## src/rtl/sum_accumulator.sv

```systemverilog
// Frame accumulator: sums N 3-bit samples into an ACC_W-bit total.
// Holds the result with a sticky overflow flag until downstream takes it.
module sum_accumulator #(
  parameter int N     = 4,
  parameter int ACC_W = 8
) (
  input  logic             clock,
  input  logic             reset_n,
  input  logic [2:0]       in_sum,
  input  logic             in_valid,
  output logic             in_ready,
  input  logic             clear,
  output logic [ACC_W-1:0] out_total,
  output logic             out_overflow,
  output logic             out_valid,
  input  logic             out_ready
);

  localparam int CNT_W = $clog2(N);
  localparam logic [CNT_W-1:0] LAST = CNT_W'(N - 1);

  typedef enum logic {
    S_ACC,
    S_DONE
  } state_t;

  state_t           r_state;
  state_t           w_state_nx;
  logic [ACC_W-1:0] r_acc;
  logic [ACC_W-1:0] w_acc_nx;
  logic [CNT_W-1:0] r_cnt;
  logic [CNT_W-1:0] w_cnt_nx;
  logic             r_ovf;
  logic             w_ovf_nx;
  logic [ACC_W-1:0] r_total;
  logic [ACC_W-1:0] w_total_nx;
  logic             r_ovf_out;
  logic             w_ovf_out_nx;
  logic [ACC_W:0]   w_sum;
  logic             w_carry;

  // Extra top bit captures the carry out of the running sum.
  assign w_sum   = {1'b0, r_acc} + (ACC_W+1)'(in_sum);
  assign w_carry = w_sum[ACC_W];

  assign out_total    = r_total;
  assign out_overflow = r_ovf_out;

  always_ff @(posedge clock or negedge reset_n) begin
    if (!reset_n) begin
      r_state   <= S_ACC;
      r_acc     <= '0;
      r_cnt     <= '0;
      r_ovf     <= 1'b0;
      r_total   <= '0;
      r_ovf_out <= 1'b0;
    end else begin
      r_state   <= w_state_nx;
      r_acc     <= w_acc_nx;
      r_cnt     <= w_cnt_nx;
      r_ovf     <= w_ovf_nx;
      r_total   <= w_total_nx;
      r_ovf_out <= w_ovf_out_nx;
    end
  end

  always_comb begin
    w_state_nx   = r_state;
    w_acc_nx     = r_acc;
    w_cnt_nx     = r_cnt;
    w_ovf_nx     = r_ovf;
    w_total_nx   = r_total;
    w_ovf_out_nx = r_ovf_out;
    in_ready     = 1'b0;
    out_valid    = 1'b0;
    unique case (r_state)
      S_ACC: begin
        in_ready = 1'b1;
        if (clear) begin
          w_acc_nx = '0;
          w_cnt_nx = '0;
          w_ovf_nx = 1'b0;
        end else if (in_valid) begin
          if (r_cnt == LAST) begin
            w_total_nx   = w_sum[ACC_W-1:0];
            w_ovf_out_nx = r_ovf | w_carry;
            w_state_nx   = S_DONE;
          end else begin
            w_acc_nx = w_sum[ACC_W-1:0];
            w_cnt_nx = r_cnt + CNT_W'(1);
            w_ovf_nx = r_ovf | w_carry;
          end
        end
      end
      S_DONE: begin
        out_valid = 1'b1;
        if (out_ready) begin
          w_acc_nx   = '0;
          w_cnt_nx   = '0;
          w_ovf_nx   = 1'b0;
          w_state_nx = S_ACC;
        end
      end
    endcase
  end

endmodule

```

## config.mk

```make
export PLATFORM = sky130hd
export DESIGN_NAME = sum_accumulator
export DESIGN_NICKNAME = d
export VERILOG_FILES = /design/src/rtl/sum_accumulator.sv
export SDC_FILE = /design/constraint.sdc
export NUM_CORES = 1
export LEC_CHECK = 0
export BUFFER_PORTS_ARGS = -buffer_cell sky130_fd_sc_hd__buf_2
export CAP_MARGIN = 20
export CORE_UTILIZATION = 30
export CTS_BUF_LIST = sky130_fd_sc_hd__clkbuf_8
export DETAILED_ROUTE_END_ITERATION = 7
export GPL_TIMING_DRIVEN = 1
export PLACE_DENSITY = 0.48
export SLEW_MARGIN = 10
export SYNTH_ARGS = -nofsm -noshare
export SYNTH_HDL_FRONTEND = slang
export SYNTH_SLANG_ARGS = --single-unit
```

## constraint.sdc

```tcl
create_clock -name clock -period 1.65 [get_ports clock]
set_clock_uncertainty 0.05 [all_clocks]
set_input_delay 0.495 -clock clock [delete_from_list [all_inputs] [get_ports clock]]
set_output_delay 0.495 -clock clock [all_outputs]
set_load 0.02 [all_outputs]
```

=== Yosys cells after proc, flatten, opt, wreduce, memory -nomap -nowiden ===
Index checks and enable logic that the tools add are counted.

* Add/sub/neg operators: 2
* Multipliers: 0
* Div/mod/pow operators: 0
* Order comparisons: 0
* Equal/unequal tests: 4
* Shifts and indexed selects: 0
* Multiplexer cells: 22
* Bitwise operators: 3
* Reductions and logical operators: 2

{| class="wikitable"
|+ Operators by type and width
! cell !! number
|-
| $mux W8 || 4
|-
| $pmux W8 S2 || 1
|-
| $mux W1 || 10
|-
| $add A8 B3 Y9 || 1
|-
| $mux W2 || 4
|-
| $ne A3 B3 Y1 const B || 2
|-
| $pmux W1 S2 || 2
|-
| $pmux W2 S2 || 1
|-
| $reduce_and A4 Y1 || 1
|-
| $reduce_and A3 Y1 || 1
|-
| $add A2 B1 Y2 const B || 1
|-
| $eq A2 B2 Y1 const B || 1
|-
| $ne A2 B2 Y1 const B || 1
|-
| $not A1 Y1 || 2
|-
| $or A1 B1 Y1 || 1
|}

* Register bits: 21
* Bits in latches: 0
* RAM bits: 0
* Memory bits (read-only): 0
* Input port bits: 8
* Output and inout port bits: 11
* Word-level logic and storage cells: 39
* Memories: 0

=== Depth between registers and ports, before layout ===
* Word-level depth: 6
* Mapped depth: 6
* Depth with buffers taken out: 6

=== Least setup slack after synthesis ===
Ideal clock, no wire load.

* Path type: input to register
* From: in in_sum[0]
* To: reg r_ovf
* Setup time: 0.125 ns
* Data arrival time: 1.801 ns
* Data required time: 1.475 ns
* Slack: -0.326 ns
* Stages on the path: 6
* Path buffers: 0
* Cells stage by stage: ha_1 > fa_1 > a21o_1 > and4_1 > a41oi_1 > a21oi_1

* Word-level cells in the longest chain between the ends: 6

{| class="wikitable"
|+ Ends and longest elaborated chain
! what !! line !! source
|-
| start: declaration || 9 || <nowiki>input logic [2:0] in_sum,</nowiki>
|-
| $add A8 B3 Y9 || 43 || <nowiki>assign w_sum = {1'b0, r_acc} + (ACC_W+1)'(in_sum);</nowiki>
|-
| $or A1 B1 Y1 || 91 || <nowiki>w_ovf_nx = r_ovf | w_carry;</nowiki>
|-
| $mux W1 || 84 || <nowiki>if (r_cnt == LAST) begin</nowiki>
|-
| $mux W1 || 83 || <nowiki>end else if (in_valid) begin</nowiki>
|-
| $mux W1 || 79 || <nowiki>if (clear) begin</nowiki>
|-
| $pmux W1 S2 || 76 || <nowiki>unique case (r_state)</nowiki>
|-
| end signal: assignment || 61 || <nowiki>r_ovf <= w_ovf_nx;</nowiki>
|-
| end: declaration || 33 || <nowiki>logic r_ovf;</nowiki>
|}

Every way passes these cells. The select of a mux whose other input is x is not followed.
A chain may end at the register's enable or synchronous reset.

=== Worst setup path after layout ===
* From: reg r_acc[0]
* To: reg r_ovf_out (netlist: out_overflow)

* Word-level cells in the longest chain between the ends: 2

{| class="wikitable"
|+ Ends and longest elaborated chain
! what !! line !! source
|-
| start: declaration || 29 || <nowiki>logic [ACC_W-1:0] r_acc;</nowiki>
|-
| start signal: assignment || 59 || <nowiki>r_acc <= w_acc_nx;</nowiki>
|-
| $add A8 B3 Y9 || 43 ||
|-
| $or A1 B1 Y1 || 86 || <nowiki>w_ovf_out_nx = r_ovf | w_carry;</nowiki>
|-
| end signal: assignment || 63 || <nowiki>r_ovf_out <= w_ovf_out_nx;</nowiki>
|-
| end: declaration || 37 || <nowiki>logic r_ovf_out;</nowiki>
|}

Every way passes these cells.

==> impl_results.md <==
- Clock sinks: 21
- Cell variety after synth: 29
- Crit path depth: 6
- Mean Syn Cell Area: 10.1 um^2
- Commonest non-fill, non-tap cells in the layout: 21 x dfrtp_1, 20 x nand2_1, 18 x buf_2, 15 x buf_4, 7 x o21ai_0
- Synth top area share: 50.7%
- All-Layer GR Usage: 14.3%
- Number of max-cap violations: 0
- First DRT Iteration DRCs: 14
- Kind of critical path: reg2reg
- Outcome: complete, but fails checks
- Detailed Route WL: 2190 um
- FF-to-FF Start: r_acc[0]
- Post-synth EDFFs: 0
- Clk_lat worst skew: 0.26 ns
- Yosys warns: 0
- CP Capture Point: out_overflow
- Hold Slack: 0.128 ns
- RSZ-0062 raised after global routing: yes
- Die Y: 60.8 um
- First-pass GRT wire length: 3760 um
- 1st-pass router iterations: 4
- Worst r2r dst: out_overflow
- Vias in the first global route: 825
- Cells on worst reg2reg path: 6
- Clock buffer depth: 2
- Syn nets: 116
- Share of layout cells above drive strength 1: 37.0%
- CP Data Arrival Time: 1.80 ns
- CTS tree: yes
- Chip width: 60.8 um
- Final min period: 1.70 ns
- Largest cells by area after synthesis: dfrtp_1 51%, nand2_1 7.2%, ha_1 4.8%
- H-tree Lvls: 1
- Worst Setup End Kind: flop
- CP Launch Type: flop
- Wire length per cell: 12.0 um
- Final GP Congestion: 0.766
- Overflow after GRT: 0
- Non-filler cells, final: 182
- Num ports: 19
- Initial antenna violation count: 0
- Async SR Flop Fraction: 100%
- FILL cells: 326
- Post-Syn Area: 0.00104 mm^2
- Post-detail-place hpwl: 1610 um
- Avg Vias per Cell: 4.70
- Most common cell after layout, fill and taps aside: dfrtp_1
- Clk pin slew, worst setup/hold paths: 0.08 ns
- Final #Nets: 152
- Largest net degree at the start of global routing: 22
- Final Cycle Share: 103%
- Tightest Pin Transition: 0.567 ns
- Antenna Nets Post-Route: 0
- CP max stage delay: 0.41 ns
- Crit path max fanout: 4
- Fmax: 590 MHz
- CP max stage cell: dfrtp_1
- Pins Over Slew Limit: 0
- Full die area: 0.00370 mm^2
- FF+latch count, synth: 21
- Row count: 20
- Crit path from: r_acc[0]
- VDD IR max: 0.379 mV
- Antenna cells: 0
- Initial core utilization: 32.6%
- Final Hold Viols: 0
- Crit path cell chain: ha_4, fa_2, a21o_1, and4_4, a31oi_1, o21ai_1
- Core area: 0.00318 mm^2
- Syn-to-layout area delta: 34.1%
- Post-synthesis sequential area ratio: 50.7%
- Tot Pwr: 1.14 mW
- Root buf cell: clkbuf_8
- Top Family by Delay on Critical Path: adder cells
- Drt drc: 0
- TritonCTS buffer count: 3
- Reg2reg setup slack: -0.05 ns
- Mapped Cells: 103
- Via count: 856
- Cell taking the most area after synthesis: dfrtp_1
- Failing checks: setup timing
- DP Cell Count: 176
- Final worst slack: -0.0461 ns
- Hold Crit Class: in2async
- PortBufs: 18
- Main synth FF type: dfrtp_1
- PD cells: 819 mW/mm^2
- Critical path required time: 1.75 ns
- WP buf/inv: 0
- Final setup viols: 4
- Leak pwr: 0.667 nW
- CTS Hold Buffers Added: 0
- Slew margin rel.: 62.2%
[state kept, by name, indices dropped and copies added, names as in the netlist]
register      flops
r_ovf             1
r_cnt             2
r_state           1
out_total         8
out_overflow      1
r_acc             8
[metrics by stage]
stage	TNS, ns	utilization, %	worst slack (ns)	area [um^2]
6_report	-0.119	43.8	-0.0461	1390
5_1_grt	-0.680	43.8	-0.137	1390
4_1_cts	-0.262	42.5	-0.0824	1350
3_5_place_dp	-2.63	40.9	-0.309	1300
3_3_place_gp	-2.47	40.9	-0.286	1300
2_1_floorplan	-0.452	-	-0.146	1060
[worst min path at each step]
stage,slack [ns],endpoint,startpoint
global route,0.16,r_acc[3],reset_n
floorplan,0.15,out_overflow,reset_n
finish,0.13,r_acc[2],reset_n
detailed placement,0.41,out_total[1],out_total[1]
global placement,0.41,out_total[0],out_total[0]
CTS,0.15,out_total[2],reset_n
[repair_timing]
action	4_1_cts	5_1_grt
buffers inserted	0	2
setup endpoints to repair	9	13
pin swaps	6	6
gates resized for setup	2	8
[power by group]
part	internal, mW	total, mW	leakage, nW	switching, mW
clock	0.166	0.339	0.0269	0.173
sequential	0.547	0.571	0.288	0.0239
combinational	0.108	0.229	0.352	0.121
total	0.822	1.14	0.667	0.317
[layer usage]
layer	global-route usage (%)	share of wire, %
met1	18.7	51
met2	22.4	44
met5	0	0
met3	2.56	2.7
met4	7.79	2.3
[Yosys cell counts (2+ instances only)]
cell / count
dfrtp_1: 21
o21ai_1: 3
a21oi_1: 7
nand3_1: 2
a22o_1: 4
nand2b_1: 4
nor2_1: 2
xnor2_1: 5
buf_2: 2
a31oi_1: 3
ha_1: 4
o21ai_0: 10
nand2_1: 20
[layout make-up]
type | count | area, um^2 | share of cell area (%)
Tap cell | 44 | 55.1 | 3.96
Timing Repair Buffer | 34 | 214 | 15.4
Multi-Input combinational cell | 78 | 548 | 39.4
Clock buffer | 3 | 41.3 | 2.97
Inverter | 1 | 3.75 | 0.270
Sequential cell | 21 | 526 | 37.8
Clock inverter | 1 | 3.75 | 0.270
[logic make-up after synthesis]
logic type / count (synthesis) / synth area share [%]
compound gates: 33 / 20.3
simple gates: 34 / 15.6
fa+ha+maj: 5 / 6.76
xor+xnor: 6 / 5.07
buf+inv: 4 / 1.69
flops: 21 / 50.7
Note: power is estimated with default switching activity, not from simulation.
